$ cat src/rtl/mem_arb_pkg.sv
// Shared types for the memory-port arbiter: FSM encoding, requester IDs and
// default bus widths.
package mem_arb_pkg;

  localparam int ADDR_W_DEF = 28;
  localparam int DATA_W_DEF = 128;

  typedef enum logic [1:0] {
    IDLE   = 2'd0,
    BUSY_I = 2'd1,
    BUSY_D = 2'd2,
    RESP   = 2'd3
  } state_t;

  typedef enum logic {
    REQ_I = 1'b0,
    REQ_D = 1'b1
  } req_id_t;

endpackage

$ cat src/rtl/mem_arbiter_if.sv
// Bundles both cache-side request/response ports and the memory-side port
// of the arbiter.
interface mem_arbiter_if #(
  parameter int ADDR_W = 28,
  parameter int DATA_W = 128,
  parameter int CNT_W  = 16
);
  // Handshake: a cache raises x_read/x_write and holds it, together with its
  // address/data, until it sees x_ready for one cycle. The memory sees a
  // strobe held with stable address/data until it returns a one-cycle
  // mem_ready pulse; mem_rdata is valid only with that pulse.
  logic              i_read;
  logic [ADDR_W-1:0] i_addr;
  logic              i_ready;
  logic [DATA_W-1:0] i_rdata;

  logic              d_read;
  logic              d_write;
  logic [ADDR_W-1:0] d_addr;
  logic [DATA_W-1:0] d_wdata;
  logic              d_ready;
  logic [DATA_W-1:0] d_rdata;

  logic              mem_read;
  logic              mem_write;
  logic [ADDR_W-1:0] mem_addr;
  logic [DATA_W-1:0] mem_wdata;
  logic              mem_ready;
  logic [DATA_W-1:0] mem_rdata;

  logic [CNT_W-1:0]  i_grant_cnt;
  logic [CNT_W-1:0]  d_grant_cnt;

  modport slave (
    input  i_read, i_addr, d_read, d_write, d_addr, d_wdata, mem_ready, mem_rdata,
    output i_ready, i_rdata, d_ready, d_rdata,
    output mem_read, mem_write, mem_addr, mem_wdata, i_grant_cnt, d_grant_cnt
  );

  modport master (
    output i_read, i_addr, d_read, d_write, d_addr, d_wdata, mem_ready, mem_rdata,
    input  i_ready, i_rdata, d_ready, d_rdata,
    input  mem_read, mem_write, mem_addr, mem_wdata, i_grant_cnt, d_grant_cnt
  );
endinterface

$ cat src/rtl/rr_pick2.sv
// Two-way grant picker: D wins when alone, when D-priority is set, or when I
// was the last one served; otherwise I wins.
import mem_arb_pkg::*;

module rr_pick2 (
  input  logic    req_i,
  input  logic    req_d,
  input  req_id_t last_grant,
  input  logic    d_prio,
  output logic    grant_i,
  output logic    grant_d
);

  always_comb begin
    grant_d = req_d & (~req_i | d_prio | (last_grant == REQ_I));
    grant_i = req_i & ~grant_d;
  end

endmodule

$ cat src/rtl/mem_arbiter.sv
// Serialises I-cache and D-cache block transactions onto one memory port and
// routes each response back to the cache that owned the transaction.
import mem_arb_pkg::*;

module mem_arbiter #(
  parameter int ADDR_W = ADDR_W_DEF,
  parameter int DATA_W = DATA_W_DEF,
  parameter int D_PRIO = 0,
  parameter int CNT_W  = 16
) (
  input  logic          clk,
  input  logic          rst_n,
  mem_arbiter_if.slave  bus,
  output state_t        state_o
);

  state_t            state_q, state_d;
  req_id_t           last_grant_q, last_grant_d;
  logic              mem_read_q, mem_read_d;
  logic              mem_write_q, mem_write_d;
  logic [ADDR_W-1:0] mem_addr_q, mem_addr_d;
  logic [DATA_W-1:0] mem_wdata_q, mem_wdata_d;
  logic              i_ready_q, i_ready_d;
  logic              d_ready_q, d_ready_d;
  logic [DATA_W-1:0] i_rdata_q, i_rdata_d;
  logic [DATA_W-1:0] d_rdata_q, d_rdata_d;
  logic [CNT_W-1:0]  i_cnt_q, i_cnt_d;
  logic [CNT_W-1:0]  d_cnt_q, d_cnt_d;

  logic req_i, req_d, grant_i, grant_d;

  assign req_i = bus.i_read;
  assign req_d = bus.d_read | bus.d_write;

  rr_pick2 u_pick (
    .req_i      (req_i),
    .req_d      (req_d),
    .last_grant (last_grant_q),
    .d_prio     (D_PRIO != 0),
    .grant_i    (grant_i),
    .grant_d    (grant_d)
  );

  always_comb begin
    state_d      = state_q;
    last_grant_d = last_grant_q;
    mem_read_d   = mem_read_q;
    mem_write_d  = mem_write_q;
    mem_addr_d   = mem_addr_q;
    mem_wdata_d  = mem_wdata_q;
    i_ready_d    = 1'b0;
    d_ready_d    = 1'b0;
    i_rdata_d    = i_rdata_q;
    d_rdata_d    = d_rdata_q;
    i_cnt_d      = i_cnt_q;
    d_cnt_d      = d_cnt_q;

    case (state_q)
      IDLE: begin
        if (grant_i) begin
          state_d      = BUSY_I;
          mem_read_d   = 1'b1;
          mem_write_d  = 1'b0;
          mem_addr_d   = bus.i_addr;
          last_grant_d = REQ_I;
          i_cnt_d      = (&i_cnt_q) ? i_cnt_q : i_cnt_q + CNT_W'(1);
        end else if (grant_d) begin
          // A write-back takes precedence over a read raised alongside it.
          state_d      = BUSY_D;
          mem_write_d  = bus.d_write;
          mem_read_d   = ~bus.d_write;
          mem_addr_d   = bus.d_addr;
          mem_wdata_d  = bus.d_wdata;
          last_grant_d = REQ_D;
          d_cnt_d      = (&d_cnt_q) ? d_cnt_q : d_cnt_q + CNT_W'(1);
        end
      end
      BUSY_I: begin
        if (bus.mem_ready) begin
          state_d     = RESP;
          mem_read_d  = 1'b0;
          mem_write_d = 1'b0;
          i_rdata_d   = bus.mem_rdata;
          i_ready_d   = 1'b1;
        end
      end
      BUSY_D: begin
        if (bus.mem_ready) begin
          state_d     = RESP;
          mem_read_d  = 1'b0;
          mem_write_d = 1'b0;
          d_rdata_d   = bus.mem_rdata;
          d_ready_d   = 1'b1;
        end
      end
      // The owner still holds its request while its ready is high, so
      // arbitration waits for IDLE.
      RESP:    state_d = IDLE;
      default: state_d = IDLE;
    endcase
  end

  always_ff @(posedge clk) begin
    if (!rst_n) begin
      state_q      <= IDLE;
      last_grant_q <= REQ_D;
      mem_read_q   <= 1'b0;
      mem_write_q  <= 1'b0;
      mem_addr_q   <= '0;
      mem_wdata_q  <= '0;
      i_ready_q    <= 1'b0;
      d_ready_q    <= 1'b0;
      i_rdata_q    <= '0;
      d_rdata_q    <= '0;
      i_cnt_q      <= '0;
      d_cnt_q      <= '0;
    end else begin
      state_q      <= state_d;
      last_grant_q <= last_grant_d;
      mem_read_q   <= mem_read_d;
      mem_write_q  <= mem_write_d;
      mem_addr_q   <= mem_addr_d;
      mem_wdata_q  <= mem_wdata_d;
      i_ready_q    <= i_ready_d;
      d_ready_q    <= d_ready_d;
      i_rdata_q    <= i_rdata_d;
      d_rdata_q    <= d_rdata_d;
      i_cnt_q      <= i_cnt_d;
      d_cnt_q      <= d_cnt_d;
    end
  end

  assign bus.mem_read    = mem_read_q;
  assign bus.mem_write   = mem_write_q;
  assign bus.mem_addr    = mem_addr_q;
  assign bus.mem_wdata   = mem_wdata_q;
  assign bus.i_ready     = i_ready_q;
  assign bus.d_ready     = d_ready_q;
  assign bus.i_rdata     = i_rdata_q;
  assign bus.d_rdata     = d_rdata_q;
  assign bus.i_grant_cnt = i_cnt_q;
  assign bus.d_grant_cnt = d_cnt_q;
  assign state_o         = state_q;

endmodule

$ cat src/flat_wrapper.sv
// flat-port wrapper written by rule: the top's interface ports become plain ports
module mem_arbiter_flat 
#(
  parameter int ADDR_W = ADDR_W_DEF,
  parameter int DATA_W = DATA_W_DEF,
  parameter int D_PRIO = 0,
  parameter int CNT_W  = 16
)
  (clk, rst_n, state_o, bus_i_read, bus_i_addr, bus_d_read, bus_d_write, bus_d_addr, bus_d_wdata, bus_mem_ready, bus_mem_rdata, bus_i_ready, bus_i_rdata, bus_d_ready, bus_d_rdata, bus_mem_read, bus_mem_write, bus_mem_addr, bus_mem_wdata, bus_i_grant_cnt, bus_d_grant_cnt);
  mem_arbiter_if #(.ADDR_W(ADDR_W), .DATA_W(DATA_W), .CNT_W(CNT_W)) bus_i ();
  input  logic clk;
  input  logic rst_n;
  output state_t state_o;
  input wire logic [$bits(bus_i.i_read)-1:0] bus_i_read;
  input wire logic [$bits(bus_i.i_addr)-1:0] bus_i_addr;
  input wire logic [$bits(bus_i.d_read)-1:0] bus_d_read;
  input wire logic [$bits(bus_i.d_write)-1:0] bus_d_write;
  input wire logic [$bits(bus_i.d_addr)-1:0] bus_d_addr;
  input wire logic [$bits(bus_i.d_wdata)-1:0] bus_d_wdata;
  input wire logic [$bits(bus_i.mem_ready)-1:0] bus_mem_ready;
  input wire logic [$bits(bus_i.mem_rdata)-1:0] bus_mem_rdata;
  output wire logic [$bits(bus_i.i_ready)-1:0] bus_i_ready;
  output wire logic [$bits(bus_i.i_rdata)-1:0] bus_i_rdata;
  output wire logic [$bits(bus_i.d_ready)-1:0] bus_d_ready;
  output wire logic [$bits(bus_i.d_rdata)-1:0] bus_d_rdata;
  output wire logic [$bits(bus_i.mem_read)-1:0] bus_mem_read;
  output wire logic [$bits(bus_i.mem_write)-1:0] bus_mem_write;
  output wire logic [$bits(bus_i.mem_addr)-1:0] bus_mem_addr;
  output wire logic [$bits(bus_i.mem_wdata)-1:0] bus_mem_wdata;
  output wire logic [$bits(bus_i.i_grant_cnt)-1:0] bus_i_grant_cnt;
  output wire logic [$bits(bus_i.d_grant_cnt)-1:0] bus_d_grant_cnt;
  assign bus_i.i_read = bus_i_read;
  assign bus_i.i_addr = bus_i_addr;
  assign bus_i.d_read = bus_d_read;
  assign bus_i.d_write = bus_d_write;
  assign bus_i.d_addr = bus_d_addr;
  assign bus_i.d_wdata = bus_d_wdata;
  assign bus_i.mem_ready = bus_mem_ready;
  assign bus_i.mem_rdata = bus_mem_rdata;
  assign bus_i_ready = bus_i.i_ready;
  assign bus_i_rdata = bus_i.i_rdata;
  assign bus_d_ready = bus_i.d_ready;
  assign bus_d_rdata = bus_i.d_rdata;
  assign bus_mem_read = bus_i.mem_read;
  assign bus_mem_write = bus_i.mem_write;
  assign bus_mem_addr = bus_i.mem_addr;
  assign bus_mem_wdata = bus_i.mem_wdata;
  assign bus_i_grant_cnt = bus_i.i_grant_cnt;
  assign bus_d_grant_cnt = bus_i.d_grant_cnt;
  mem_arbiter #(.ADDR_W(ADDR_W), .DATA_W(DATA_W), .D_PRIO(D_PRIO), .CNT_W(CNT_W)) u_core (.clk(clk), .rst_n(rst_n), .bus(bus_i), .state_o(state_o));
endmodule
$ cat config.mk
export PLATFORM = sky130hd
export DESIGN_NAME = mem_arbiter_flat
export DESIGN_NICKNAME = d
export VERILOG_FILES = /design/src/rtl/mem_arb_pkg.sv /design/src/rtl/mem_arbiter_if.sv /design/src/rtl/rr_pick2.sv /design/src/rtl/mem_arbiter.sv /design/src/flat_wrapper.sv
export SDC_FILE = /design/constraint.sdc
export NUM_CORES = 1
export LEC_CHECK = 0
export BUFFER_PORTS_ARGS = -buffer_cell sky130_fd_sc_hd__buf_4
export CORE_AREA = 2 2 300 302
export DETAILED_ROUTE_END_ITERATION = 6
export DIE_AREA = 0 0 302 304
export SYNTH_ARGS = -nofsm -noshare
export SYNTH_HDL_FRONTEND = slang
export SYNTH_SLANG_ARGS = --single-unit
$ cat constraint.sdc
create_clock -name clk -period 2.6 [get_ports clk]
set_clock_uncertainty 0.05 [all_clocks]
set_input_delay 0.78 -clock clk [delete_from_list [all_inputs] [get_ports clk]]
set_output_delay 0.78 -clock clk [all_outputs]
set_load 0.1 [all_outputs]
==> summary by stage, run 1 <==
STA
Setup violations remaining at the end of the flow were counted as 0. The maximum achievable frequency is 430 MHz. Setup slack on the critical path of the routed design comes to 0.277 ns. The worst-margin pin slew is 0.826 ns. For the finished layout, the period the worst path requires is 2.32 ns. The final max-slew violation count is 0. The final critical path takes up 89.4% of the cycle. The headroom to the max-slew limit is 44.2%.

The number of failing hold endpoints at the final stage is 0. Adding up every negative setup slack in the final design gives 0 ns. Setup repair after global routing left no endpoint under its margin.

Global routing
Entering global routing, the biggest net connects 70 pins. The number of global-route vias before repair is 16.2k. Global routing finished with a remaining overflow of 0. The number of antenna violations at the first check in global routing is 4. The global routing usage summed across all routing layers is 13.7%. The wire length of the first global-routing pass is 97900 um.

Layout
The total number of nets in the final design is 3132. Relative to the synthesized area, the layout overhead comes to 55.1%. The finished layout holds 4018 standard cells, fillers aside. The fraction of layout instances using a drive strength above 1 is 32.4%. The leading cell type in the layout, fill and taps excluded is sky130_fd_sc_hd__nand2_1. The repair_antennas step left the layout with diodes totalling 0. The library cells used most frequently in the layout, excluding fill and tap cells, are sky130_fd_sc_hd__nand2_1, sky130_fd_sc_hd__buf_4, sky130_fd_sc_hd__dfxtp_1. The finished cells cover 25400 um^2.

Setup path
Traced cell by cell, the critical path runs through buf_4. Data on the critical path is required at its endpoint by 1.77 ns. The kind of critical path is reg2out. The slowest stage of the critical path belongs to the cell sky130_fd_sc_hd__dfxtp_1. The data arrival time of the worst path is 1.49 ns.

The maximum single-stage delay on the critical path is 0.52 ns. On the critical path the largest part of the delay comes from flip-flops. The combined buffer and inverter count along the critical path is 1. The endpoint class of the critical path is a primary output. The highest fanout seen on the critical path is 8.

The startpoint type of the worst setup path is a flop.

Placement
The placed standard-cell area is 23800 um^2. The count of placed standard cells including taps is 3929. Detailed placement finished with a half-perimeter wire length of 49100 um. At the end of routability-driven placement, the weighted congestion stood at 0.823. The number of I/O port buffers is 767. At the placement stage, the worst setup path has a slack of 0.242 ns.

Logic synthesis
The post-synthesis instance area is 16400 um^2. Counting flops and latches in the post-synthesis netlist gives 451. The leading register cell type out of synthesis is sky130_fd_sc_hd__dfxtp_1. The net count after synthesis is 2403. For this run, the register share of the synthesized area comes to 55.2%.

The unique cell type count in the Yosys netlist is 43. The total of warnings raised by yosys is 0. Counting flops with an async set or reset pin after synthesis yields a share of 0%. The post-synthesis average cell area is 7.88 um^2. The gate count of the mapped netlist is 2078. The number of synthesized flops with an enable pin is 0.

Detailed routing
The count of routing violations after the opening detailed-route iteration is 1014. In the routed design, unresolved DRC markers number 0. Using the TritonRoute via totals, the vias-per-cell ratio works out to 4.19.

In the final routed layout, each cell accounts on average for 16.5 um. Before antenna repair, the detailed router went through 4 iterations. The residual antenna-violating net count after detailed routing is 0. Summing over every cut layer, the via total after detailed routing is 16.8k.

The overall routed net length is 66500 um.

Clock network
The total of hold buffers inserted after clock tree synthesis is 0. Gates resized during post-CTS repair numbered 0. After clock tree synthesis, the clock-pin slew on the worst setup and hold paths is 0.06 ns. The number of setup buffers added after CTS is 0. The clock passes through at most 3 buffers.

The root buffer cell chosen for the clock tree is sky130_fd_sc_hd__clkbuf_16. The H-tree generated during clock tree synthesis spans 2 levels. The number of buffers added by the clock tree synthesis step is 52. The clock sink total is 451. The source-to-sink clock delay at the later pin of the worst-skew pair is 0.60 ns. The CTS tree is built.

Floorplanning
In this run the vertical extent of the chip is 304 um. The top-level I/O count is 768. The region available for standard cell placement spans 89000 um^2. The starting density of the core is 18.4%. The die covers 91800 um^2. The number of rows created at floorplan is 110. From left edge to right edge, the die measures 302 um.

Job
Max-cap violations in this run came to 0.

Outcome
The flow ran to the end, and the final reports show no timing, DRC or antenna violations.

Worst hold path
The class of the worst hold path is in2reg.

Power and ir drop
The cell leakage power is 10.5 nW. Power comes to 29.4 mW. The power density over cell area is 1160 nW/um^2. The maximum vdd ir drop is 647 uV.
-- synthesized netlist by cell type, types with 11 or more instances --
| master | instances | share of area (%) |
|---|---|---|
| sky130_fd_sc_hd__a21oi_1 | 407 | 12 |
| sky130_fd_sc_hd__a311oi_1 | 28 | 1.5 |
| sky130_fd_sc_hd__buf_1 | 17 | 0.39 |
| sky130_fd_sc_hd__buf_2 | 16 | 0.49 |
| sky130_fd_sc_hd__clkbuf_1 | 125 | 2.9 |
| sky130_fd_sc_hd__dfxtp_1 | 451 | 55 |
| sky130_fd_sc_hd__mux2i_1 | 15 | 0.92 |
| sky130_fd_sc_hd__nand2_1 | 825 | 19 |
| sky130_fd_sc_hd__nand2b_1 | 11 | 0.42 |
| sky130_fd_sc_hd__nand3_1 | 41 | 1.3 |
| sky130_fd_sc_hd__nor2_1 | 36 | 0.83 |
| sky130_fd_sc_hd__o31ai_1 | 11 | 0.50 |
| sky130_fd_sc_hd__or4_1 | 12 | 0.55 |
-- where the power goes --
group / internal (mW) / total, mW / switching, mW
combinational: 2.98 / 13.8 / 10.8
clock: 4.05 / 7.03 / 2.98
sequential: 7.96 / 8.56 / 0.602
-- routing by layer --
layer | track usage (%) | share of wire, % | vias up
met1 | 15.6 | 40 | 7779
met5 | 0 | 0.035 | -
met2 | 23.6 | 48 | 610
li1 | - | - | 8324
met3 | 4.60 | 9.0 | 106
met4 | 5.04 | 3.1 | 4
-- state kept, by name, indices dropped and copies added (netlist names), 2 cells and up --
name,cells
u_core.bus.mem_wdata,128
u_core.bus.i_grant_cnt,16
u_core.state_o,2
u_core.bus.i_rdata,128
u_core.bus.mem_addr,28
u_core.bus.d_rdata,128
u_core.bus.d_grant_cnt,16
-- worst paths after layout --
kind                            depth (start not counted)                                      end  slack [ns]                                    from
worst max-delay path                                    1                       bus_d_grant_cnt[8]        0.28  u_core.bus.d_grant_cnt[8]$_SDFFE_PN0P_
worst min-delay path                                    3    u_core.bus.mem_wdata[77]$_SDFFE_PN0P_        0.37                         bus_d_wdata[77]
worst max register to register                          7  u_core.bus.i_grant_cnt[13]$_SDFFE_PN0P_        0.37          u_core.state_o[0]$_SDFFE_PN0P_
worst min register to register                          2      u_core.bus.i_rdata[16]$_SDFFE_PN0P_        0.40     u_core.bus.i_rdata[16]$_SDFFE_PN0P_
-- cell families after synthesis --
kind of cell | count (synthesis) | synth area share, %
AND/OR/NAND/NOR | 970 | 24.0
AO/OA/AOI/OAI | 469 | 15.5
flip-flops | 451 | 55.2
adder cells (fa/ha/maj) | 7 | 0.535
multiplexers | 15 | 0.917
buffers and inverters | 166 | 3.93
-- stage by stage --
stage / utilization, % / hold WS [ns]
finish: 28.5 / 0.371
detailed placement: 26.7 / 0.397
CTS: 28.5 / 0.310
global route: 28.5 / 0.329
global placement: 26.7 / 0.392
floorplan: - / 0.452
-- area by class of cell --
cell class | instances | area, um^2
Clock buffer | 77 | 1500
Clock inverter | 12 | 95.1
Fill cell | 9639 | 63700
Inverter | 8 | 37.5
Multi-Input combinational cell | 1461 | 6740
Sequential cell | 451 | 9030
Tap cell | 1176 | 1470
Timing Repair Buffer | 833 | 6520
Power figures use the tool's default switching activity.
==> inputs of run 2 (changes only) <==
--- a/config.mk
+++ b/config.mk
@@ -6,9 +6,12 @@
 export NUM_CORES = 1
 export LEC_CHECK = 0
 export BUFFER_PORTS_ARGS = -buffer_cell sky130_fd_sc_hd__buf_4
+export CELL_PAD_IN_SITES_DETAIL_PLACEMENT = 1
+export CELL_PAD_IN_SITES_GLOBAL_PLACEMENT = 2
 export CORE_AREA = 2 2 300 302
 export DETAILED_ROUTE_END_ITERATION = 6
 export DIE_AREA = 0 0 302 304
+export PLACE_DENSITY_LB_ADDON = 0.1
 export SYNTH_ARGS = -nofsm -noshare
 export SYNTH_HDL_FRONTEND = slang
 export SYNTH_SLANG_ARGS = --single-unit
==> run 2 against run 1 <==
Net effect:
- global-route usage is 3.9 points higher
- core utilization is 0.42 points higher
- register-to-register slack lost 0.15 ns
- non-clock buffer count decreased by 7
- sequential power about the same
- clock power increased by 14%
- count of clock-buffer cells in the layout grew 18
- routed wire length up 27%
- first-iteration DRC count shrank 43%
- design area up 1.5%
- hold slack worse by 0.0050 ns
- critical path type is now reg2reg
- largest cell class unchanged
- highest routed layer unchanged
==> summary by stage, run 2 (synthesis gave the netlist of run 1 again) <==
Outcome
The flow ran to the end, and the final reports show no timing, DRC or antenna violations.

Global routing
The met3 track utilization from global routing is 7.41% (+2.8 points). The largest net degree at the start of global routing is 92 (+31%). The wire length of the first global-routing pass is 121000 um (+24%). The number of antenna violations at the first check in global routing is 14 (+10). The global routing's busiest layer is met2. The number of global-route vias before repair came to 17.6k (+8.5%). The met2 track utilization from global routing is 30.9% (+7.3 points). The residual overflow from global routing was 0 (unchanged). The fraction of met1 tracks used by global routing is 19.4% (+3.8 points). The global routing usage summed across all routing layers is 17.6% (+3.9 points).

Floorplanning
The die span in y is 304 um (unchanged). The full die area was 91800 um^2 (unchanged). The placeable core region is 89000 um^2 (unchanged).

The die boundary width is 302 um (unchanged). The top-level I/O count is 768 (unchanged). The starting density of the core came to 18.4% (unchanged). The number of rows created at floorplan is 110 (unchanged).

Placement
The final weighted congestion in routability-driven placement is 0.765 (-7.0%). The half-perimeter wire length after detailed placement is 63900 um (+30%). The number of I/O port buffers was 767 (unchanged).

Worst hold path
The tightest min-delay check is of the in2reg type.

Setup path
The highest fanout seen on the critical path is 9 (+1). The endpoint class of the critical path is a flop. In this run the critical register-to-register path is launched from u_core.state_o[0]$_SDFFE_PN0P_. The data arrival time of the worst path is 2.86 ns (+1.37 ns).

The critical register-to-register path endpoint is u_core.bus.i_grant_cnt[13]$_SDFFE_PN0P_. The start point of the critical path is u_core.state_o[0]$_SDFFE_PN0P_. The worst path required time is 3.08 ns (+1.31 ns). The most critical setup path has its endpoint at u_core.bus.i_grant_cnt[13]$_SDFFE_PN0P_. The worst setup path is launched from a flop. The reg2reg setup slack is 0.22 ns (-0.15 ns). The worst reg-to-reg path cell count is 6 (-1). The kind of critical path is reg2reg.

Detailed routing
The ratio of routed vias to standard cells is 4.27 (+1.9%). The number of remaining DRC errors is 0 (unchanged). The number of vias in the routed layout came to 17.2k (+2.2%). The residual antenna-violating net count after detailed routing is 0 (unchanged). The mean routed wirelength per cell was 20.9 um (+26%). The number of search-and-repair iterations in the first detailed-routing pass is 4 (unchanged). The count of routing violations after the opening detailed-route iteration is 577 (-43%). The overall routed net length came to 84100 um (+27%).

Power and ir drop
The power density over cell area is 1190 nW/um^2 (+3.0%). The sequential share of power was 27.9% (-1.2 points). The switching share of power is 48.7% (-0.33 points). The internal power component was 15.8 mW (+5.1%). The net switching component of the power is 15.0 mW (+3.8%). The maximum vdd ir drop is 532 uV (-18%). The power share of the combinational group came to 45.9% (-1.1 points). The cell leakage power was 10.7 nW (+1.5%). The part of the power in the clock network came to 26.2% (+2.3 points).

Clock network
The number of buffers added by the clock tree synthesis step is 57 (+9.6%). The source-to-sink clock delay at the later pin of the worst-skew pair is 0.61 ns (about the same). The clock slew seen by the registers of the worst setup and hold paths is 0.06 ns (about the same). The number of gates resized after cts is 0 (unchanged). The tree is rooted in a sky130_fd_sc_hd__clkbuf_16.

TritonCTS built the clock tree. The H-tree depth came to 2 (unchanged). The clock sink total is 451 (unchanged). The buffer levels on the longest clock path is 3 (unchanged). The total of hold buffers inserted after clock tree synthesis is 0 (unchanged).

The number of setup buffers added after CTS is 0 (unchanged).

Layout
The final core area utilization is 28.9% (+0.42 points). The library cells used most frequently in the layout, excluding fill and tap cells, are sky130_fd_sc_hd__nand2_1, sky130_fd_sc_hd__buf_4, sky130_fd_sc_hd__dfxtp_1. The number of filler instances in the final layout is 10.6k (+9.8%). The leading cell type in the layout, fill and taps excluded is sky130_fd_sc_hd__nand2_1. The fraction of layout instances using a drive strength above 1 is 32.8% (+0.34 points).

The total number of nets in the final design is 3130 (-0.064%). Relative to the synthesized area, the layout overhead comes to 57.4%.

STA
The final max-slew violation count is 0 (unchanged). The number of failing hold endpoints at the final stage is 0 (unchanged). The maximum achievable frequency is 420 MHz (-2.4%).

The headroom to the max-slew limit is 46.2% (+2.0 points). The setup violation total in the final timing report is 0 (unchanged). Setup repair after global routing left no endpoint under its margin. The aggregate negative setup slack is 0 ns (unchanged). The worst-margin pin slew came to 0.797 ns (-0.0293 ns).

The final critical-path required period is 2.38 ns (+0.0565 ns). The share of the clock period used by the worst path after layout is 91.5% (+2.2 points).

Job
The number of max-cap violations is 0 (unchanged).
## run 2: changes by cell type in the layout (fill, tap and decap cells not counted), sizes merged
| cell | previous run | this run |
|---|---|---|
| buf | 833 | 826 |
| clkbuf | 77 | 95 |
| diode | 0 | 4 |
| clkinv | 9 | 6 |
| bufinv | 1 | 0 |
## run 2: routing by layer
metal  vias up  routed length (um)
li1       8319                   -
met1      8222               32400
met2       523               41800
met3       104                8100
met4        20                1640
met5         -                 145
## run 2: worst max-delay path: stages (launching register included)
cell and delay (ns):
sky130_fd_sc_hd__dfxtp_1 0.35, sky130_fd_sc_hd__inv_1 0.12, sky130_fd_sc_hd__ha_1 0.43, sky130_fd_sc_hd__and2_0 0.47, sky130_fd_sc_hd__nand4_4 0.22, sky130_fd_sc_hd__or4_1 0.51, sky130_fd_sc_hd__a21oi_1 0.15
## run 2: cell type report
| cell class | instances | area [um^2] | area share, % |
|---|---|---|---|
| well taps | 1176 | 1470 | 5.71 |
| clock buffers | 95 | 1850 | 7.19 |
| diodes | 4 | 10.0 | 0.0389 |
| flip-flops and latches | 451 | 9030 | 35.1 |
| inverters | 8 | 37.5 | 0.146 |
| clock inverters | 8 | 46.3 | 0.180 |
| repair buffers | 826 | 6560 | 25.5 |
| multi-input cells | 1461 | 6750 | 26.2 |
## run 2: how the worst min path moves through the flow
stage               cells past startpoint                                 from                                endpoint  slack [ns]
global placement                        2  u_core.bus.d_rdata[99]$_SDFFE_PN0P_     u_core.bus.d_rdata[99]$_SDFFE_PN0P_        0.39
global route                            3                     bus_d_wdata[102]  u_core.bus.mem_wdata[102]$_SDFFE_PN0P_        0.32
floorplan                               2     u_core.last_grant_q$_SDFFE_PN1P_        u_core.last_grant_q$_SDFFE_PN1P_        0.45
finish                                  3                     bus_d_wdata[122]  u_core.bus.mem_wdata[122]$_SDFFE_PN0P_        0.37
detailed placement                      2  u_core.bus.i_rdata[15]$_SDFFE_PN0P_     u_core.bus.i_rdata[15]$_SDFFE_PN0P_        0.39
CTS                                     3                     bus_d_wdata[116]  u_core.bus.mem_wdata[116]$_SDFFE_PN0P_        0.31
## run 2: metrics by stage
step | instances | worst slack (ns) | power, mW | hold WS (ns) | area [um^2]
3_5_place_dp | 3922 | 0.193 | 23.0 | 0.394 | 23800
4_1_cts | 4025 | 0.236 | 31.3 | 0.309 | 25700
3_3_place_gp | 3922 | 0.199 | 22.9 | 0.391 | 23800
6_report | 4029 | 0.220 | 30.7 | 0.366 | 25800
5_1_grt | 4028 | 0.0369 | 32.2 | 0.322 | 25800
2_1_floorplan | 2078 | 0.0419 | 18.7 | 0.452 | 16400
## run 2: power by group through the flow
stage | combinational [mW] | sequential (mW) | clock [mW]
after global routing | 14.8 | 8.70 | 8.68
after global placement | 14.2 | 8.67 | 0
after detailed placement | 14.3 | 8.71 | 0
final | 14.1 | 8.56 | 8.04
after CTS | 14.3 | 8.57 | 8.38
after floorplan | 2.86 | 15.9 | 0
==> inputs of run 3 (changes only) <==
--- a/config.mk
+++ b/config.mk
@@ -8,9 +8,9 @@
 export BUFFER_PORTS_ARGS = -buffer_cell sky130_fd_sc_hd__buf_4
 export CELL_PAD_IN_SITES_DETAIL_PLACEMENT = 1
 export CELL_PAD_IN_SITES_GLOBAL_PLACEMENT = 2
-export CORE_AREA = 2 2 300 302
+export CORE_AREA = 3 3 301 303
 export DETAILED_ROUTE_END_ITERATION = 6
-export DIE_AREA = 0 0 302 304
+export DIE_AREA = 0 0 304 306
 export PLACE_DENSITY_LB_ADDON = 0.1
 export SYNTH_ARGS = -nofsm -noshare
 export SYNTH_HDL_FRONTEND = slang
==> constraint.sdc (replaced) <==
create_clock -name clk -period 2.55 [get_ports clk]
set_clock_uncertainty 0.05 [all_clocks]
set_input_delay 0.765 -clock clk [delete_from_list [all_inputs] [get_ports clk]]
set_output_delay 0.765 -clock clk [all_outputs]
set_load 0.1 [all_outputs]
==> run 3 against run 2 <==
Net effect:
- sequential power increased by 2%
- global-route usage up 0.072 points
- setup slack improved by 0.018 ns
- combinational power barely moved
- routed wire length up 2.1%
- critical path type is now reg2out
==> summary by stage, run 3 (synthesis gave the netlist of run 1 again) <==
Setup path
The combined buffer and inverter count along the critical path came to 1 (unchanged). In this run the worst setup path terminates at bus_d_grant_cnt[9]. The data arrival time of the worst path is 1.50 ns (-1.36 ns).

The total number of cells along the worst setup path was 1 (-5). The critical path starts at u_core.bus.d_grant_cnt[9]$_SDFFE_PN0P_. The worst register-to-register path begins at u_core.state_o[0]$_SDFFE_PN0P_. The worst path required time was 1.74 ns (-1.34 ns). The maximum single-stage delay on the critical path is 0.51 ns (about the same). On the critical path, the stage with the largest delay is an instance of sky130_fd_sc_hd__dfxtp_1. The worst reg-to-reg path cell count was 7 (+1).

The endpoint class of the critical path is a primary output. In this run the critical register-to-register path is captured at u_core.bus.i_grant_cnt[13]$_SDFFE_PN0P_. The reg2reg setup slack came to 0.36 ns (+0.14 ns). The highest fanout seen on the critical path is 8 (-1). Walking the worst path, the cells encountered are buf_4.

The setup path with the least slack is of type reg2out. On the critical path the largest part of the delay comes from flip-flops. The startpoint type of the worst setup path is a flop.

Layout
The flip-flop and latch area was 9030 um^2 (about the same). The number of filler instances in the final layout is 10.5k (-0.54%). The leading cell type in the layout, fill and taps excluded is sky130_fd_sc_hd__nand2_1. The final core area utilization came to 29.0% (+0.053 points). The total number of nets in the final design is 3122 (-0.26%). The area used by multi-input combinational logic is 6750 um^2 (unchanged). The library cells used most frequently in the layout, excluding fill and tap cells, are sky130_fd_sc_hd__nand2_1, sky130_fd_sc_hd__buf_4, sky130_fd_sc_hd__dfxtp_1. The fraction of layout instances using a drive strength above 1 is 32.4% (-0.42 points). From synthesis to final layout, the design area changed by 56.2%.

Clock network
The buffer levels on the longest clock path was 3 (unchanged). The source-to-sink clock delay at the later pin of the worst-skew pair is 0.61 ns (about the same). The clock sink total was 451 (unchanged).

The number of gates resized after cts was 0 (unchanged). The number of buffers added by the clock tree synthesis step is 57 (unchanged). The number of setup buffers added after CTS is 0 (unchanged). The clock slew seen by the registers of the worst setup and hold paths is 0.06 ns (about the same). The CTS tree is built. The tree is rooted in a sky130_fd_sc_hd__clkbuf_16. The total of hold buffers inserted after clock tree synthesis came to 0 (unchanged). The H-tree depth is 2 (unchanged).

Power and ir drop
The power density over cell area is 1210 nW/um^2 (+1.8%). The net switching component of the power came to 15.3 mW (+2.2%). The sequential share of power is 28.1% (+0.2 points). The part of the power in the clock network is 25.6% (-0.6 points). The maximum vdd ir drop is 639 uV (+20%). The power share of the combinational group came to 46.3% (+0.4 points). The internal power component was 15.7 mW (about the same).

The switching share of power is 49.3% (+0.56 points). The cell leakage power is 10.6 nW (-0.95%). The total design power is 31.0 mW (+1.1%).

Placement
The final weighted congestion in routability-driven placement was 0.778 (+1.7%). The half-perimeter wire length after detailed placement is 64900 um (+1.6%). The worst setup slack after placement is 0.244 ns (+0.0514 ns). The number of I/O port buffers came to 767 (unchanged).

STA
The headroom to the max-slew limit is 45.4% (-0.77 points). The setup violation total in the final timing report is 0 (unchanged). The final max-slew violation count is 0 (unchanged). The final hold slack came to 0.345 ns (-0.0205 ns).

For the finished layout, the period the worst path requires is 2.31 ns. The final worst slack is 0.239 ns (+0.0184 ns). Setup repair after global routing left no endpoint under its margin. Timing would allow up to 433 MHz. Of the available clock period, the critical path in the final layout requires 90.6%. The worst-margin pin slew is 0.808 ns (+0.0114 ns).

The number of failing hold endpoints at the final stage is 0 (unchanged). The aggregate negative setup slack was 0 ns (unchanged).

Job
The number of max-cap violations is 0 (unchanged).

Detailed routing
The number of vias in the routed layout is 17.1k (-0.48%). The ratio of routed vias to standard cells is 4.26 (-0.14%). The number of remaining DRC errors came to 0 (unchanged). The overall routed net length is 85900 um (+2.1%). The number of search-and-repair iterations in the first detailed-routing pass came to 4 (unchanged). The residual antenna-violating net count after detailed routing is 0 (unchanged). The mean routed wirelength per cell is 21.4 um (+2.5%). The count of routing violations after the opening detailed-route iteration was 721 (+25%).

Floorplanning
The die span in y came to 306 um (+0.66%). The number of rows created at floorplan is 109 (-0.91%). The placeable core region came to 88200 um^2 (-0.91%). The starting density of the core is 18.5% (+0.17 points). The die boundary width came to 304 um (+0.66%).

The full die area was 93000 um^2 (+1.3%). The top-level I/O count is 768 (unchanged).

Global routing
The residual overflow from global routing is 0 (unchanged). The number of global-route vias before repair was 17.8k (+1.3%). The wire length of the first global-routing pass is 124000 um (+2.5%). The largest net degree at the start of global routing is 76 (-17%). The number of antenna violations at the first check in global routing came to 14 (unchanged). The global routing usage summed across all routing layers was 17.6% (+0.072 points).

Outcome
The flow ran to the end, and the final reports show no timing, DRC or antenna violations.

Worst hold path
The min-delay analysis places its worst path in the category in2reg. The startpoint of the tightest hold check path is bus_d_wdata[101].
==> run 3: cell type report <==
class	instances	area share (%)
multi-input cells	1461	26.4
inverters	8	0.147
diodes	7	0.0685
clock buffers	90	6.49
repair buffers	818	25.3
flip-flops and latches	451	35.3
well taps	1165	5.70
clock inverters	15	0.592
==> run 3: stage by stage <==
step / instance area (um^2) / cells
after floorplan: 16400 / 2078
after detailed placement: 23700 / 3903
after CTS: 25600 / 4008
after global placement: 23700 / 3903
after global routing: 25600 / 4010
final: 25600 / 4015
==> run 3: worst min-delay path by stage <==
stage	cells after the start	slack (ns)	end
final	3	0.35	u_core.bus.mem_wdata[101]$_SDFFE_PN0P_
after global routing	3	0.31	u_core.bus.mem_wdata[116]$_SDFFE_PN0P_
after CTS	3	0.29	u_core.bus.i_rdata[49]$_SDFFE_PN0P_
after detailed placement	2	0.40	u_core.bus.d_rdata[85]$_SDFFE_PN0P_
after global placement	2	0.39	u_core.bus.mem_wdata[82]$_SDFFE_PN0P_
after floorplan	2	0.45	u_core.last_grant_q$_SDFFE_PN1P_
==> run 3: routing by layer <==
| layer | vias up | track usage (%) | share of wire, % |
|---|---|---|---|
| met5 | - | 0 | 0.14 |
| met4 | 16 | 4.19 | 2.0 |
| met3 | 102 | 8.21 | 10 |
| met2 | 517 | 31.2 | 49 |
| met1 | 8151 | 19.1 | 38 |
| li1 | 8319 | - | - |
==> run 3: power groups by stage <==
stage | logic, mW | registers [mW] | clock network (mW)
6_report | 14.4 | 8.72 | 7.96
4_1_cts | 14.6 | 8.74 | 8.30
2_1_floorplan | 2.92 | 16.2 | 0
3_5_place_dp | 14.6 | 8.87 | 0
5_1_grt | 15.1 | 8.86 | 8.59
3_3_place_gp | 14.5 | 8.83 | 0
